**src/rtl/div_iter_pkg.sv**
```systemverilog
`default_nettype none
// ---------------------------------------------------------------------------
// div_iter_pkg : shared FSM encodings, step count and helpers for div_iter
// Revision: 1.0
// ---------------------------------------------------------------------------
package div_iter_pkg;

  localparam logic [1:0] c_ST_IDLE        = 2'b00;
  localparam logic [1:0] c_ST_DIV_BY_ZERO = 2'b01;
  localparam logic [1:0] c_ST_ON          = 2'b10;
  localparam logic [1:0] c_ST_END         = 2'b11;

  localparam int         c_DIV_CYCLES = 32;
  localparam int         c_CNT_W      = 5;
  localparam logic [4:0] c_LAST_STEP  = 5'(c_DIV_CYCLES - 1);

  function automatic logic [31:0] neg32(input logic [31:0] v);
    return ~v + 32'd1;
  endfunction

  function automatic logic [31:0] abs32(input logic [31:0] v);
    return v[31] ? neg32(v) : v;
  endfunction

endpackage
`default_nettype wire

```
**src/rtl/div_iter_if.sv**
```systemverilog
`default_nettype none
// ---------------------------------------------------------------------------
// div_iter_if : request/result handshake between a pipeline and div_iter
// Revision: 1.0
// ---------------------------------------------------------------------------
interface div_iter_if;
  logic        signed_div_i;
  logic [31:0] opdata1_i;
  logic [31:0] opdata2_i;
  logic        start_i;
  logic        annul_i;
  logic [63:0] result_o;
  logic        ready_o;

  modport master (
    output signed_div_i, opdata1_i, opdata2_i, start_i, annul_i,
    input  result_o, ready_o
  );

  modport slave (
    input  signed_div_i, opdata1_i, opdata2_i, start_i, annul_i,
    output result_o, ready_o
  );
endinterface
`default_nettype wire

```
**src/rtl/div_iter_step.sv**
```systemverilog
`default_nettype none
// ---------------------------------------------------------------------------
// div_iter_step : one radix-2 restoring step on the {remainder, quotient} word
// Revision: 1.0
// ---------------------------------------------------------------------------
module div_iter_step
  import div_iter_pkg::*;
(
  input  logic [64:0] work,
  input  logic [31:0] divisor,
  output logic [64:0] work_nxt
);

  logic        w_ge;
  logic [32:0] w_diff;

  // Compare the shifted partial remainder work[64:31] against the divisor.
  assign w_ge     = work[64:31] >= {2'b00, divisor};
  assign w_diff   = work[63:31] - {1'b0, divisor};
  assign work_nxt = w_ge ? {w_diff, work[30:0], 1'b1} : {work[63:0], 1'b0};

endmodule
`default_nettype wire

```
**src/rtl/div_iter.sv**
```systemverilog
`default_nettype none
// ---------------------------------------------------------------------------
// div_iter : 32-cycle iterative signed/unsigned divider, result {rem, quo}
// Revision: 1.0
// ---------------------------------------------------------------------------
module div_iter
  import div_iter_pkg::*;
(
  input  logic       clk,
  input  logic       rst,
  div_iter_if.slave  bus
);

  logic [1:0]         r_state;
  logic [1:0]         w_state_nxt;
  logic [c_CNT_W-1:0] r_cnt;
  logic [64:0]        r_work;
  logic [64:0]        w_step;
  logic [31:0]        r_divisor;
  logic               r_neg_q;
  logic               r_neg_r;
  logic               r_ready;
  logic [63:0]        r_result;
  logic               w_ready_nxt;
  logic [63:0]        w_result_nxt;
  logic               w_start_ok;
  logic [31:0]        w_quo_fix;
  logic [31:0]        w_rem_fix;

  assign w_start_ok = bus.start_i & ~bus.annul_i;

  div_iter_step u_step (
    .work     (r_work),
    .divisor  (r_divisor),
    .work_nxt (w_step)
  );

  assign w_quo_fix = r_neg_q ? neg32(w_step[31:0])  : w_step[31:0];
  assign w_rem_fix = r_neg_r ? neg32(w_step[63:32]) : w_step[63:32];

  always_ff @(posedge clk or posedge rst) begin
    if (rst) begin
      r_state <= c_ST_IDLE;
    end else begin
      r_state <= w_state_nxt;
    end
  end

  always_comb begin
    w_state_nxt = r_state;
    case (r_state)
      c_ST_IDLE: begin
        if (w_start_ok) begin
          w_state_nxt = (bus.opdata2_i == 32'd0) ? c_ST_DIV_BY_ZERO : c_ST_ON;
        end
      end
      c_ST_DIV_BY_ZERO: w_state_nxt = c_ST_END;
      c_ST_ON: begin
        if (bus.annul_i) begin
          w_state_nxt = c_ST_IDLE;
        end else if (r_cnt == c_LAST_STEP) begin
          w_state_nxt = c_ST_END;
        end
      end
      c_ST_END: begin
        if (!bus.start_i || bus.annul_i) begin
          w_state_nxt = c_ST_IDLE;
        end
      end
      default: w_state_nxt = c_ST_IDLE;
    endcase
  end

  // Next values of the registered outputs; result is zero whenever not ready.
  always_comb begin
    w_ready_nxt  = 1'b0;
    w_result_nxt = 64'h0;
    case (r_state)
      c_ST_DIV_BY_ZERO: w_ready_nxt = 1'b1;
      c_ST_ON: begin
        if (!bus.annul_i && r_cnt == c_LAST_STEP) begin
          w_ready_nxt  = 1'b1;
          w_result_nxt = {w_rem_fix, w_quo_fix};
        end
      end
      c_ST_END: begin
        if (w_start_ok) begin
          w_ready_nxt  = 1'b1;
          w_result_nxt = r_result;
        end
      end
      default: ;
    endcase
  end

  always_ff @(posedge clk or posedge rst) begin
    if (rst) begin
      r_cnt     <= '0;
      r_work    <= '0;
      r_divisor <= '0;
      r_neg_q   <= 1'b0;
      r_neg_r   <= 1'b0;
      r_ready   <= 1'b0;
      r_result  <= 64'h0;
    end else begin
      r_ready  <= w_ready_nxt;
      r_result <= w_result_nxt;
      case (r_state)
        c_ST_IDLE: begin
          if (w_start_ok) begin
            r_cnt     <= '0;
            r_work    <= {33'd0, bus.signed_div_i ? abs32(bus.opdata1_i) : bus.opdata1_i};
            r_divisor <= bus.signed_div_i ? abs32(bus.opdata2_i) : bus.opdata2_i;
            r_neg_q   <= bus.signed_div_i & (bus.opdata1_i[31] ^ bus.opdata2_i[31]);
            r_neg_r   <= bus.signed_div_i & bus.opdata1_i[31];
          end
        end
        c_ST_ON: begin
          if (bus.annul_i) begin
            r_cnt  <= '0;
            r_work <= '0;
          end else begin
            r_cnt  <= r_cnt + 1'b1;
            r_work <= w_step;
          end
        end
        default: ;
      endcase
    end
  end

  assign bus.ready_o  = r_ready;
  assign bus.result_o = r_result;

endmodule
`default_nettype wire
```
**src/flat_wrapper.sv**
```systemverilog
// flat-port wrapper written by rule: the top's interface ports become plain ports
module div_iter_flat import div_iter_pkg::*;
  (clk, rst, bus_signed_div_i, bus_opdata1_i, bus_opdata2_i, bus_start_i, bus_annul_i, bus_result_o, bus_ready_o);
  div_iter_if bus_i ();
  input  logic clk;
  input  logic rst;
  input wire logic [$bits(bus_i.signed_div_i)-1:0] bus_signed_div_i;
  input wire logic [$bits(bus_i.opdata1_i)-1:0] bus_opdata1_i;
  input wire logic [$bits(bus_i.opdata2_i)-1:0] bus_opdata2_i;
  input wire logic [$bits(bus_i.start_i)-1:0] bus_start_i;
  input wire logic [$bits(bus_i.annul_i)-1:0] bus_annul_i;
  output wire logic [$bits(bus_i.result_o)-1:0] bus_result_o;
  output wire logic [$bits(bus_i.ready_o)-1:0] bus_ready_o;
  assign bus_i.signed_div_i = bus_signed_div_i;
  assign bus_i.opdata1_i = bus_opdata1_i;
  assign bus_i.opdata2_i = bus_opdata2_i;
  assign bus_i.start_i = bus_start_i;
  assign bus_i.annul_i = bus_annul_i;
  assign bus_result_o = bus_i.result_o;
  assign bus_ready_o = bus_i.ready_o;
  div_iter u_core (.clk(clk), .rst(rst), .bus(bus_i));
endmodule
```
**config.mk**
```make
export PLATFORM = sky130hd
export DESIGN_NAME = div_iter_flat
export DESIGN_NICKNAME = d
export VERILOG_FILES = /design/src/rtl/div_iter_pkg.sv /design/src/rtl/div_iter_if.sv /design/src/rtl/div_iter_step.sv /design/src/rtl/div_iter.sv /design/src/flat_wrapper.sv
export SDC_FILE = /design/constraint.sdc
export NUM_CORES = 1
export LEC_CHECK = 0
export ABC_AREA = 1
export CORE_MARGIN = 2
export CORE_UTILIZATION = 40
export DETAILED_ROUTE_END_ITERATION = 8
export PLACE_DENSITY_LB_ADDON = 0.08
export SLEW_MARGIN = 20
export SYNTH_ARGS = -nofsm -noshare
export SYNTH_HDL_FRONTEND = slang
export SYNTH_HIERARCHICAL = 1
export SYNTH_SLANG_ARGS = --single-unit
```
**constraint.sdc**
```tcl
create_clock -name clk -period 7.55 [get_ports clk]
set_input_delay 1.51 -clock clk [delete_from_list [all_inputs] [get_ports clk]]
set_output_delay 1.51 -clock clk [all_outputs]
set_load 0.03 [all_outputs]
```
# After elaboration in Yosys (flattened, before gate mapping)
# Cells that the tools add are included.
dict set report op_classes {
  n_lt_le_gt_ge 1
  n_mux 25
  reduce_logical 10
  multipliers 0
  bitwise 9
  n_eq_ne 8
  div_mod_pow 0
  n_shift 0
  add_sub_neg 6
}
# cell count
set ops {}
lappend ops {{$mux W65} 3}
lappend ops {{$mux W32} 6}
lappend ops {{$pmux W65 S2} 1}
lappend ops {{$add A32 B1 Y32 const B} 4}
lappend ops {{$mux W64} 2}
lappend ops {{$not A32 Y32} 4}
lappend ops {{$pmux W64 S2} 1}
lappend ops {{$ge A34 B32 Y1} 1}
lappend ops {{$sub A33 B32 Y33} 1}
lappend ops {{$logic_not A32 Y1} 1}
lappend ops {{$mux W2} 5}
lappend ops {{$mux W5} 2}
lappend ops {{$pmux W5 S2} 1}
lappend ops {{$pmux W2 S4} 1}
lappend ops {{$add A5 B1 Y5 const B} 1}
lappend ops {{$eq A5 B5 Y1 const B} 1}
lappend ops {{$eq A2 B2 Y1 const B} 2}
lappend ops {{$ne A2 B1 Y1 const B} 2}
lappend ops {{$reduce_and A2 Y1} 2}
lappend ops {{$and A1 B1 Y1} 3}
lappend ops {{$ne A3 B2 Y1 const B} 1}
lappend ops {{$pmux W1 S3} 1}
lappend ops {{$reduce_and A3 Y1} 1}
lappend ops {{$eq A2 B1 Y1 const B} 1}
lappend ops {{9 further kinds} 11}
dict set report totals {
  romBits 0
  wordCells 67
  register_bits 171
  latchBits 0
  mem_bits_rw 0
  input_bits 69
  memories 0
}

# Logic depth before layout (Yosys ltp)
# Gate-level depths: netlist of run 1.
dict set report depth {
  word_depth 7
  depth_mapped 26
  mapped_depth_nobuf 24
}

# Modules after synthesis
# Netlist of run 1, hierarchy kept.
# module instances cells_each area_per_inst_um2 seq_area_each_um2
set modules_own_cells {}
lappend modules_own_cells {div_iter 1 1554 10442.5 4279.1}
lappend modules_own_cells {div_iter_step 1 729 3518.4 0.0}

# Worst setup path after synthesis of run 1
# No wires, ideal clock.
dict set report synth_timing {
  kind {reg-to-reg}
  startpoint {register u_core.r_work[31]}
  endpoint {register u_core.r_result[26], in the netlist u_core/bus.result_o[26]}
  setup_ns 0.117
  arrival_time_ns 2.849
  path_stages_with_launch 24
  period_less_slack_ns 2.967
  path_buffers 2
  slack_ns 4.583
  cell_sequence {dfrtp_1 > inv_1 > ha_1 > inv_1 > fa_1 > nand3_1 > nand3_2 > nand2_2 > nand2_1 > nand2_2 > nand3_4 > buf_6 > buf_4 > inv_1 > ha_1 > nand2_1 > nor2_1 > nand2_1 > inv_1 > nand2_1 > nand2_1 > nand3_1 > nand3_1 > nand2_1}
}
dict set report synth_between {
  elab_chain_cells 7
}
# element line_no
set synth_lines {}
lappend synth_lines {{start, declared} div_iter.sv:17} ;# logic [64:0] r_work;
lappend synth_lines {{start signal, assigned} div_iter.sv:112} ;# r_work <= {33'd0, bus.signed_div_i ? abs32(bus.opdata1_i) : bus.opdata1_i};
lappend synth_lines {{start signal, assigned} div_iter.sv:124} ;# r_work <= w_step;
lappend synth_lines {{$ge A34 B32 Y1} div_iter_step.sv:18} ;# assign w_ge = work[64:31] >= {2'b00, divisor};
lappend synth_lines {{via u_core.u_step.w_ge} div_iter_step.sv:14} ;# logic w_ge;
lappend synth_lines {{$mux W65} div_iter_step.sv:20} ;# assign work_nxt = w_ge ? {w_diff, work[30:0], 1'b1} : {work[63:0], 1'b0};
lappend synth_lines {{via u_core.w_step[0]} div_iter.sv:18} ;# logic [64:0] w_step;
lappend synth_lines {{$not A32 Y32} div_iter_pkg.sv:18} ;# return ~v + 32'd1;
lappend synth_lines {{$add A32 B1 Y32} div_iter_pkg.sv:18}
lappend synth_lines {{$mux W32} div_iter.sv:38} ;# assign w_quo_fix = r_neg_q ? neg32(w_step[31:0]) : w_step[31:0];
lappend synth_lines {{$mux W64} div_iter.sv:81} ;# if (!bus.annul_i && r_cnt == c_LAST_STEP) begin
lappend synth_lines {{$pmux W64 S2} div_iter.sv:78} ;# case (r_state)
lappend synth_lines {{end signal, assigned} div_iter.sv:107} ;# r_result <= w_result_nxt;
lappend synth_lines {{end, declared} div_iter.sv:23} ;# logic [63:0] r_result;
# The timed path passes the listed nets, and every way through them passes these cells.
# A chain may end at the register's enable or synchronous reset.

# Worst setup path after layout of run 1
dict set report layout_timing {
  startpoint {register u_core.r_work[31]}
  endpoint {register u_core.r_result[22], in the netlist u_core/bus.result_o[22]}
}
dict set report layout_between {
  elab_chain_cells 7
}
# element line_no
set layout_lines {}
lappend layout_lines {{$ge A34 B32 Y1} div_iter_step.sv:18}
lappend layout_lines {{$mux W65} div_iter_step.sv:20}
lappend layout_lines {{via u_core.w_step[0]} div_iter.sv:18}
lappend layout_lines {{$not A32 Y32} div_iter_pkg.sv:18}
lappend layout_lines {{$add A32 B1 Y32} div_iter_pkg.sv:18}
lappend layout_lines {{$mux W32} div_iter.sv:38}
lappend layout_lines {{$mux W64} div_iter.sv:81}
lappend layout_lines {{$pmux W64 S2} div_iter.sv:78}
# The timed path passes the listed nets, and every way through them passes these cells.

==> results of run 1 <==
area by class of cell:
type	count	area, sq um
Clock buffer	20	447
Clock inverter	11	91.3
Fill cell	3761	18600
Inverter	330	1240
Multi-Input combinational cell	1682	7840
Sequential cell	171	4280
Tap cell	455	569
Timing Repair Buffer	142	1410
worst reg2reg max path, delay by kind of cell (launching register included):
kind	cells	cell delay [ps]
buf+inv	3	390
simple gates	15	2600
fa+ha+maj	3	810
flops	1	390
power groups by stage:
stage          Combinational, mW  Clock (mW)  Sequential, mW
2_1_floorplan               4.20           0            1.35
3_3_place_gp                5.35           0            1.56
3_5_place_dp                5.36           0            1.56
4_1_cts                     5.39       0.866            1.55
5_1_grt                     6.17       0.897            1.57
6_report                    5.47       0.846            1.54
routing by layer:
layer,share of wire [%],wire length (um),global-route usage [%],vias to the layer above
met5,0,0,0,-
met4,1.7,804,6.62,0
met3,5.1,2390,3.42,47
met2,44,20700,40.7,374
met1,49,23200,38.8,6698
li1,-,-,-,7297
sequential cells by signal, indices dropped and copies added (netlist names):
signal               cells
u_core/r_work           65
u_core/bus.result_o     64
u_core/r_divisor        32
u_core/r_cnt             5
u_core/r_state           2
u_core/bus.ready_o       1
u_core/r_neg_q           1
u_core/r_neg_r           1
stage by stage:
step	cell area, sq um	std cells
finish	15900	2811
global route	15900	2811
CTS	15900	2810
detailed placement	15300	2779
global placement	15300	2779
floorplan	14000	2283
path summary, 6_finish.rpt:
path,start,end,slack (ps),cells past startpoint
setup / recovery,u_core/r_work[31]$_DFFE_PP0P_,u_core/bus.result_o[22]$_DFFE_PP0N_,3240,21
hold / removal,u_core/bus.result_o[17]$_DFFE_PP0N_,u_core/bus.result_o[17]$_DFFE_PP0N_,480,2
setup reg to reg,u_core/r_work[31]$_DFFE_PP0P_,u_core/bus.result_o[22]$_DFFE_PP0N_,3240,21
hold reg to reg,u_core/bus.result_o[17]$_DFFE_PP0N_,u_core/bus.result_o[17]$_DFFE_PP0N_,480,2
max in group asynchronous,rst,u_core/bus.result_o[59]$_DFFE_PP0N_,4780,3
min in group asynchronous,rst,u_core/r_divisor[15]$_DFFE_PP0P_,1620,2
cells by family after synthesis:
| group | synth area share (%) |
|---|---|
| AOI/OAI and AO/OA | 10.4 |
| xor gates and xnor gates | 1.82 |
| adders and majority gates | 3.55 |
| buffers and inverters | 13.2 |
| DFF | 30.7 |
| and+or+nand+nor | 40.4 |
cells in the final DEF, fill, tap and decap left out, types with 3 or more instances in the layout:
master	synthesis	final
sky130_fd_sc_hd__buf_4	39	8
sky130_fd_sc_hd__ha_1	38	38
sky130_fd_sc_hd__nand4_1	48	48
sky130_fd_sc_hd__nand2_1	776	776
sky130_fd_sc_hd__o31ai_1	3	3
sky130_fd_sc_hd__nand2_2	7	7
sky130_fd_sc_hd__clkbuf_16	0	17
sky130_fd_sc_hd__dfrtp_1	171	171
sky130_fd_sc_hd__nor2_2	11	11
sky130_fd_sc_hd__nor3_1	21	21
sky130_fd_sc_hd__clkdlybuf4s50_1	0	133
sky130_fd_sc_hd__nand3b_1	5	5
sky130_fd_sc_hd__and2_1	4	4
sky130_fd_sc_hd__nor2_8	3	3
sky130_fd_sc_hd__clkinvlp_4	0	5
sky130_fd_sc_hd__inv_1	321	320
sky130_fd_sc_hd__xor2_1	29	29
sky130_fd_sc_hd__a21oi_1	115	115
sky130_fd_sc_hd__a22o_1	6	6
sky130_fd_sc_hd__inv_2	8	8
sky130_fd_sc_hd__o21ai_0	129	129
sky130_fd_sc_hd__nor2_1	236	236
sky130_fd_sc_hd__o21ai_1	10	10
sky130_fd_sc_hd__nand3_1	217	217
==> flow_summary.json, run 1 <==
{
  "finalNetCount": 2452,
  "final.setup.worst_slack_ps": 3240,
  "route.detailed.wl_per_inst_um": 16.8,
  "power_frac_comb_pct": 69.6,
  "post-place-ws_ps": 3360,
  "initial_cell_density_of_the_core_pct": 40.5,
  "yosysWarningCount": 6,
  "synth_enable_flop_cells": 0,
  "antenna-diode-count": 0,
  "switch_share_pct": 59.3,
  "ffs_latches_synth": 171,
  "critical_path.max_stage_delay_ps": 530,
  "synth-main-ff-cell": "sky130_fd_sc_hd__dfrtp_1",
  "post_cts_resize_count": 0,
  "finalHoldViolations": 0,
  "core_sq_um": 34500,
  "antenna_violating_nets_post_route": 0,
  "number_of_global_route_vias_before_repair": 13483,
  "synthDistinctLibCells": 44,
  "ctsLongestPathBuffers": 2,
  "critPathCaptureType": "flop",
  "synth_area_per_cell_sq_um": 6.12,
  "grt_first_pass_wirelength_um": 74300,
  "routed_via_density": 5.13,
  "floorplan.die.height_um": 191,
  "status": "complete, no violations",
  "setup_violations": 0,
  "fin_skew_ps": 14.3,
  "drtPass1Iterations": 7,
  "routed_wirelength_um": 47100,
  "powerDensity_nw_per_um2": 495,
  "worst_path_max_delay_cell": "sky130_fd_sc_hd__nand3_4",
  "dp.final_hpwl_um": 36600,
  "worst-endpoint-required_ps": 7890,
  "hold_slack_ps": 478,
  "global_route.usage.total_pct": 26.4,
  "cap_viol_max_count": 0,
  "h-tree-depth": 4,
  "gpl.final_weighted_congestion": 0.904,
  "worstSetupPathType": "flop to flop",
  "crit_chain": "inv_1 -> ha_1 -> inv_1 -> fa_1 -> nand3_1 -> nand3_2 -> nand2_2 -> nand2_1 -> nand2_2 -> nand3_4 -> inv_1 -> ha_1 -> nand2_1 -> nor2_1 -> nand3_1 -> nor2_1 -> nand2_1 -> nand2_1 -> nand2_1 -> nand3_1 -> nand2_1",
  "cts.hold.buffers_added": 0,
  "tritoncts.num_buffers": 17,
  "async_reset_ff_share_pct": 100,
  "cts_setup_buffers": 0,
  "synth_top_area_cell": "sky130_fd_sc_hd__dfrtp_1",
  "ioPinCount": 134,
  "grt_start_max_net_pins": 99,
  "yosysSeqAreaShare_pct": 30.7,
  "synth_common_cells": "sky130_fd_sc_hd__nand2_1, sky130_fd_sc_hd__inv_1, sky130_fd_sc_hd__nor2_1",
  "power_switching_mw": 4.66,
  "grt_antenna_before_repair": 0,
  "finalCriticalPeriod_ps": 4310,
  "hold_class": "flop to flop",
  "total_leakage_power_nw": 8.21,
  "pwr-share-seq_pct": 19.6,
  "dr.first_iter.drc_count": 1030,
  "clockRootBuffer": "sky130_fd_sc_hd__clkbuf_16",
  "irDropWorstVdd_mv": 0.255,
  "timing.critical_path.buf_inv": 3,
  "timing.final.max_slew_violations": 0,
  "clk_latency_ps": 460,
  "port_buffers": 133,
  "die-area_sq_um": 36400,
  "drc_errors": 0,
  "cellInternalPower_mw": 3.20,
  "synthesized_area_sq_um": 14000,
  "globalRoute.totalOverflow": 0,
  "synth_most_common_cell": "sky130_fd_sc_hd__nand2_1",
  "synth_top_cells_by_area": "sky130_fd_sc_hd__dfrtp_1, sky130_fd_sc_hd__nand2_1, sky130_fd_sc_hd__inv_1",
  "slew_headroom_pct": 34.9,
  "worstMarginPinSlew_ps": 975,
  "drive_above_1_share_pct": 3.40,
  "crit_path_max_fanout": 35,
  "timing.setup.tns_ps": 0,
  "post-route-period-util_pct": 57.1,
  "cts.sinks": 171,
  "rsz_0062_raised_after_global_routing": "false",
  "netlist_instances": 2283,
  "core.rowCount": 68,
  "p_total_mw": 7.86,
  "share_clk_of_total_power_pct": 10.8,
  "worst_path_most_repeated_cell": "sky130_fd_sc_hd__nand2_1",
  "post-synth-top-area-fraction_pct": 30.7,
  "tritoncts": "yes",
  "vias": 14416,
  "cp.arrival_ps": 4650,
  "synth_fp_nets": 2391,
  "fmax_mhz": 232,
  "critPathTopFamily": "simple AND/OR/NAND/NOR gates",
  "clk_pin_slew_worst_paths_ps": 70,
  "growth_of_design_area_from_synthesis_to_finish_pct": 13.7,
  "start_kind": "flop",
  "floorplan.die.width_um": 191,
  "final_core_utilization_pct": 46.1
}
(Power assumes the default switching activity.)
==> run 2, diff against run 1 <==
==> constraint.sdc (replaced) <==
create_clock -name clk -period 3.9 [get_ports clk]
set_input_delay 0.78 -clock clk [delete_from_list [all_inputs] [get_ports clk]]
set_output_delay 0.78 -clock clk [all_outputs]
set_load 0.03 [all_outputs]
==> flow_summary.json, run 2 (synthesized netlist as in run 1, its figures left out) <==
{
  "tritoncts": "yes",
  "slew_headroom_pct": 32.7,
  "total_leakage_power_nw": 8.30,
  "cp.arrival_ps": 3910,
  "crit_chain": "inv_1 -> ha_1 -> nand2_1 -> nor2_2 -> nand2_1 -> nor2_4 -> nand4_4 -> buf_4 -> nand4_1 -> nand2_1 -> inv_1 -> ha_1 -> nand3_1 -> nor2_2 -> nand2_1 -> nand2_1 -> nand2_1 -> nand2_1 -> nand2_1 -> o21ai_1",
  "cap_viol_max_count": 0,
  "critPathCaptureType": "flop",
  "powerDensity_nw_per_um2": 957,
  "finalHoldViolations": 0,
  "fin_skew_ps": 11.9,
  "rsz_0062_raised_after_global_routing": "false",
  "number_of_global_route_vias_before_repair": 13598,
  "initial_cell_density_of_the_core_pct": 40.5,
  "hold_class": "flop to flop",
  "finalNetCount": 2460,
  "tritoncts.num_buffers": 17,
  "final_core_utilization_pct": 46.6,
  "post_cts_resize_count": 0,
  "timing.final.max_slew_violations": 0,
  "cts.sinks": 171,
  "ioPinCount": 134,
  "timing.critical_path.buf_inv": 3,
  "vias": 14496,
  "grt_first_pass_wirelength_um": 74500,
  "port_buffers": 133,
  "cts_setup_buffers": 0,
  "status": "complete, no violations",
  "routed_via_density": 5.14,
  "worst_path_most_repeated_cell": "sky130_fd_sc_hd__nand2_1",
  "setup_violations": 0,
  "worstSetupPathType": "flop to flop",
  "irDropWorstVdd_mv": 0.592,
  "core.rowCount": 68,
  "route.detailed.wl_per_inst_um": 16.6,
  "drc_errors": 0,
  "floorplan.die.width_um": 191,
  "fmax_mhz": 283,
  "gpl.final_weighted_congestion": 0.940,
  "dr.first_iter.drc_count": 1102,
  "worstMarginPinSlew_ps": 1010,
  "globalRoute.totalOverflow": 0,
  "clockRootBuffer": "sky130_fd_sc_hd__clkbuf_16",
  "p_total_mw": 15.4,
  "drtPass1Iterations": 6,
  "cts.hold.buffers_added": 0,
  "antenna_violating_nets_post_route": 0,
  "dp.final_hpwl_um": 37200,
  "start_kind": "flop",
  "growth_of_design_area_from_synthesis_to_finish_pct": 15.0,
  "die-area_sq_um": 36400,
  "largest_register_ffs": 65,
  "worst_path_max_delay_cell": "sky130_fd_sc_hd__ha_1",
  "core_sq_um": 34500,
  "regMostFlops": "u_core/r_work",
  "grt_start_max_net_pins": 70,
  "drive_above_1_share_pct": 3.85,
  "floorplan.die.height_um": 191,
  "crit_path_max_fanout": 32,
  "global_route.usage.total_pct": 26.3,
  "worst-endpoint-required_ps": 4270,
  "grt_antenna_before_repair": 0,
  "mostFrequentLayoutCells": "sky130_fd_sc_hd__nand2_1, sky130_fd_sc_hd__inv_1, sky130_fd_sc_hd__nor2_1, sky130_fd_sc_hd__nand3_1, sky130_fd_sc_hd__dfrtp_1",
  "clk_pin_slew_worst_paths_ps": 70,
  "routed_wirelength_um": 46800,
  "hold_slack_ps": 482,
  "clk_latency_ps": 450,
  "critPathTopFamily": "simple AND/OR/NAND/NOR gates",
  "timing.setup.tns_ps": 0,
  "ctsLongestPathBuffers": 2,
  "finalCriticalPeriod_ps": 3540,
  "antenna-diode-count": 0,
  "post-route-period-util_pct": 90.7,
  "critical_path.max_stage_delay_ps": 410,
  "mostFrequentLayoutCell": "sky130_fd_sc_hd__nand2_1",
  "h-tree-depth": 4
}
-- run 2: worst register-to-register path, cell delays in order (launching register included) --
cell                      delay (ps)
sky130_fd_sc_hd__dfrtp_1         350
sky130_fd_sc_hd__inv_1           100
sky130_fd_sc_hd__ha_1            410
sky130_fd_sc_hd__nand2_1         150
sky130_fd_sc_hd__nor2_2          210
sky130_fd_sc_hd__nand2_1         130
sky130_fd_sc_hd__nor2_4          140
sky130_fd_sc_hd__nand4_4         130
sky130_fd_sc_hd__buf_4           280
sky130_fd_sc_hd__nand4_1         130
sky130_fd_sc_hd__nand2_1          60
sky130_fd_sc_hd__inv_1           120
sky130_fd_sc_hd__ha_1            180
sky130_fd_sc_hd__nand3_1         140
sky130_fd_sc_hd__nor2_2          280
sky130_fd_sc_hd__nand2_1         120
sky130_fd_sc_hd__nand2_1         200
sky130_fd_sc_hd__nand2_1         100
sky130_fd_sc_hd__nand2_1          70
sky130_fd_sc_hd__nand2_1          50
sky130_fd_sc_hd__o21ai_1         110
-- run 2: layout make-up --
type,instances,area [sq um]
Sequential cell,171,4280
Fill cell,3700,18400
Multi-Input combinational cell,1682,7840
Inverter,330,1240
Clock inverter,15,203
Tap cell,455,569
Timing Repair Buffer,150,1500
Clock buffer,17,425
-- run 2: layer usage --
metal,up-vias,GRT usage [%],part of all wire (%)
met1,6701,39.8,50
met5,-,0,0
met3,38,2.39,5.3
li1,7322,-,-
met4,0,6.41,1.8
met2,435,40.1,43
-- run 2: report_power, final --
part           switching, mW  total (mW)  internal [mW]
combinational           7.46        10.5           3.07
clock                  0.840        1.88           1.04
sequential             0.643        2.96           2.32
-- run 2: stage by stage --
step / std cells / instance area [sq um] / setup WS, ps
floorplan: 2283 / 14000 / 933
global placement: 2788 / 15400 / 415
detailed placement: 2788 / 15400 / 408
CTS: 2820 / 16100 / 378
global route: 2820 / 16100 / 36.0
finish: 2820 / 16100 / 363
-- run 2: final timing paths --
path	from	end	slack [ps]	cells past startpoint
max	u_core/r_divisor[22]$_DFFE_PP0P_	u_core/bus.result_o[54]$_DFFE_PP0N_	360	20
min	u_core/bus.result_o[13]$_DFFE_PP0N_	u_core/bus.result_o[13]$_DFFE_PP0N_	480	2
max reg2reg	u_core/r_divisor[22]$_DFFE_PP0P_	u_core/bus.result_o[54]$_DFFE_PP0N_	360	20
min reg2reg	u_core/bus.result_o[13]$_DFFE_PP0N_	u_core/bus.result_o[13]$_DFFE_PP0N_	480	2
max in group asynchronous	rst	u_core/bus.result_o[49]$_DFFE_PP0N_	2220	3
min in group asynchronous	rst	u_core/r_divisor[18]$_DFFE_PP0P_	840	2
==> run 3, diff against run 2 <==
--- a/config.mk
+++ b/config.mk
@@ -6,8 +6,10 @@
 export NUM_CORES = 1
 export LEC_CHECK = 0
 export ABC_AREA = 1
+export CAP_MARGIN = 25
 export CORE_MARGIN = 2
 export CORE_UTILIZATION = 40
+export CTS_CLUSTER_DIAMETER = 100
 export DETAILED_ROUTE_END_ITERATION = 8
 export PLACE_DENSITY_LB_ADDON = 0.08
 export SLEW_MARGIN = 20
==> flow_summary.json, run 3 (synthesized netlist as in run 1, its figures left out) <==
{
  "status": "complete, no violations",
  "grt_antenna_before_repair": 0,
  "largest_register_ffs": 65,
  "post-route-period-util_pct": 90.7,
  "antenna-diode-count": 0,
  "finalNetCount": 2461,
  "slew_headroom_pct": 45.1,
  "worstMarginPinSlew_ps": 822,
  "setup_violations": 0,
  "die-area_sq_um": 36400,
  "vias": 14482,
  "drc_errors": 0,
  "clk_pin_slew_worst_paths_ps": 80,
  "finalHoldViolations": 0,
  "worstSetupPathType": "flop to flop",
  "growth_of_design_area_from_synthesis_to_finish_pct": 15.2,
  "cts_setup_buffers": 0,
  "rrSetupSlack_ps": 360,
  "timing.setup.tns_ps": 0,
  "timing.final.max_slew_violations": 0,
  "number_of_global_route_vias_before_repair": 13598,
  "floorplan.die.height_um": 191,
  "cap_viol_max_count": 0,
  "critical_path.max_stage_delay_ps": 410,
  "port_buffers": 133,
  "drtPass1Iterations": 7,
  "p_total_mw": 15.4,
  "mostFrequentLayoutCell": "sky130_fd_sc_hd__nand2_1",
  "final.setup.worst_slack_ps": 362,
  "finalCriticalPeriod_ps": 3540,
  "gpl.final_weighted_congestion": 0.940,
  "critPathCaptureType": "flop",
  "initial_cell_density_of_the_core_pct": 40.5,
  "regMostFlops": "u_core/r_work",
  "cts.hold.buffers_added": 0,
  "worst_path_most_repeated_cell": "sky130_fd_sc_hd__nand2_1",
  "rsz_0062_raised_after_global_routing": "false",
  "global_route.usage.total_pct": 26.3,
  "critical_path_cell_count": 20,
  "timing.critical_path.buf_inv": 3,
  "routed_wirelength_um": 46900,
  "ioPinCount": 134,
  "cts.sinks": 171,
  "worstReg2RegStart": "u_core/r_divisor[22]$_DFFE_PP0P_",
  "critical_path.startpoint": "u_core/r_divisor[22]$_DFFE_PP0P_",
  "globalRoute.totalOverflow": 0,
  "start_kind": "flop",
  "irDropWorstVdd_mv": 0.594,
  "crit_path_end": "u_core/bus.result_o[54]$_DFFE_PP0N_",
  "worst_path_max_delay_cell": "sky130_fd_sc_hd__ha_1",
  "clockRootBuffer": "sky130_fd_sc_hd__clkbuf_16",
  "final-instance-count-excl-fill": 2821,
  "post-place-ws_ps": 408,
  "reg2reg_depth": 20,
  "fin_skew_ps": 14.8,
  "worst-endpoint-required_ps": 4270,
  "core_sq_um": 34500,
  "fmax_mhz": 283,
  "crit_chain": "inv_1 -> ha_1 -> nand2_1 -> nor2_2 -> nand2_1 -> nor2_4 -> nand4_4 -> buf_4 -> nand4_1 -> nand2_1 -> inv_1 -> ha_1 -> nand3_1 -> nor2_2 -> nand2_1 -> nand2_1 -> nand2_1 -> nand2_1 -> nand2_1 -> o21ai_1",
  "drive_above_1_share_pct": 3.89,
  "tritoncts.num_buffers": 17,
  "total_leakage_power_nw": 8.31,
  "hold_slack_ps": 482,
  "dp.final_hpwl_um": 37200,
  "tritoncts": "yes",
  "grt_first_pass_wirelength_um": 74500,
  "powerDensity_nw_per_um2": 957,
  "h-tree-depth": 4,
  "place_inst": 2788,
  "grt_start_max_net_pins": 70,
  "antenna_violating_nets_post_route": 0,
  "hold_class": "flop to flop",
  "mostFrequentLayoutCells": "sky130_fd_sc_hd__nand2_1, sky130_fd_sc_hd__inv_1, sky130_fd_sc_hd__nor2_1, sky130_fd_sc_hd__nand3_1, sky130_fd_sc_hd__dfrtp_1",
  "routed_via_density": 5.13,
  "cp.arrival_ps": 3910,
  "floorplan.die.width_um": 191,
  "post_cts_resize_count": 0,
  "core.rowCount": 68,
  "ctsLongestPathBuffers": 2,
  "crit_path_max_fanout": 32,
  "critPathTopFamily": "simple AND/OR/NAND/NOR gates",
  "dr.first_iter.drc_count": 1126,
  "r2r_end": "u_core/bus.result_o[54]$_DFFE_PP0N_",
  "clk_latency_ps": 450,
  "route.detailed.wl_per_inst_um": 16.6
}
-- run 3: worst min path at each step --
stage	start	end	slack, ps	cells past startpoint
detailed placement	u_core/bus.result_o[29]$_DFFE_PP0N_	u_core/bus.result_o[29]$_DFFE_PP0N_	460	2
finish	u_core/bus.result_o[13]$_DFFE_PP0N_	u_core/bus.result_o[13]$_DFFE_PP0N_	480	2
floorplan	u_core/r_divisor[15]$_DFFE_PP0P_	u_core/r_divisor[15]$_DFFE_PP0P_	450	2
global route	u_core/bus.result_o[29]$_DFFE_PP0N_	u_core/bus.result_o[29]$_DFFE_PP0N_	500	2
CTS	u_core/bus.result_o[29]$_DFFE_PP0N_	u_core/bus.result_o[29]$_DFFE_PP0N_	480	2
global placement	u_core/bus.result_o[29]$_DFFE_PP0N_	u_core/bus.result_o[29]$_DFFE_PP0N_	460	2
-- run 3: worst min-delay path: cells and delay by family (launching register included) --
kind | cells | cell delay (ps)
DFF | 1 | 350
and+or+nand+nor | 2 | 100
-- run 3: final cells by class --
class                      instances  area [sq um]
fill                            3698         18400
multi-input combinational       1682          7840
sequential                       171          4280
timing repair buffer             151          1520
inverter                         330          1240
tap                              455           569
clock buffer                      17           425
clock inverter                    15           203
-- run 3: per-stage QoR --
step	util, %	area (sq um)
floorplan	-	14000
global placement	44.8	15400
CTS	46.6	16100
detailed placement	44.8	15400
global route	46.7	16100
finish	46.7	16100
-- run 3: per-layer routing --
metal / track usage (%) / vias to the layer above / share of wire [%]
li1: - / 7319 / -
met1: 39.8 / 6719 / 50
met2: 40.1 / 399 / 43
met3: 2.39 / 45 / 5.2
met4: 6.41 / 0 / 1.9
met5: 0 / - / 0
-- run 3: where the power goes --
part	switching [mW]	leakage, nW	internal (mW)
clock network	0.844	0.296	1.04
registers	0.644	2.24	2.32
logic	7.46	5.78	3.10
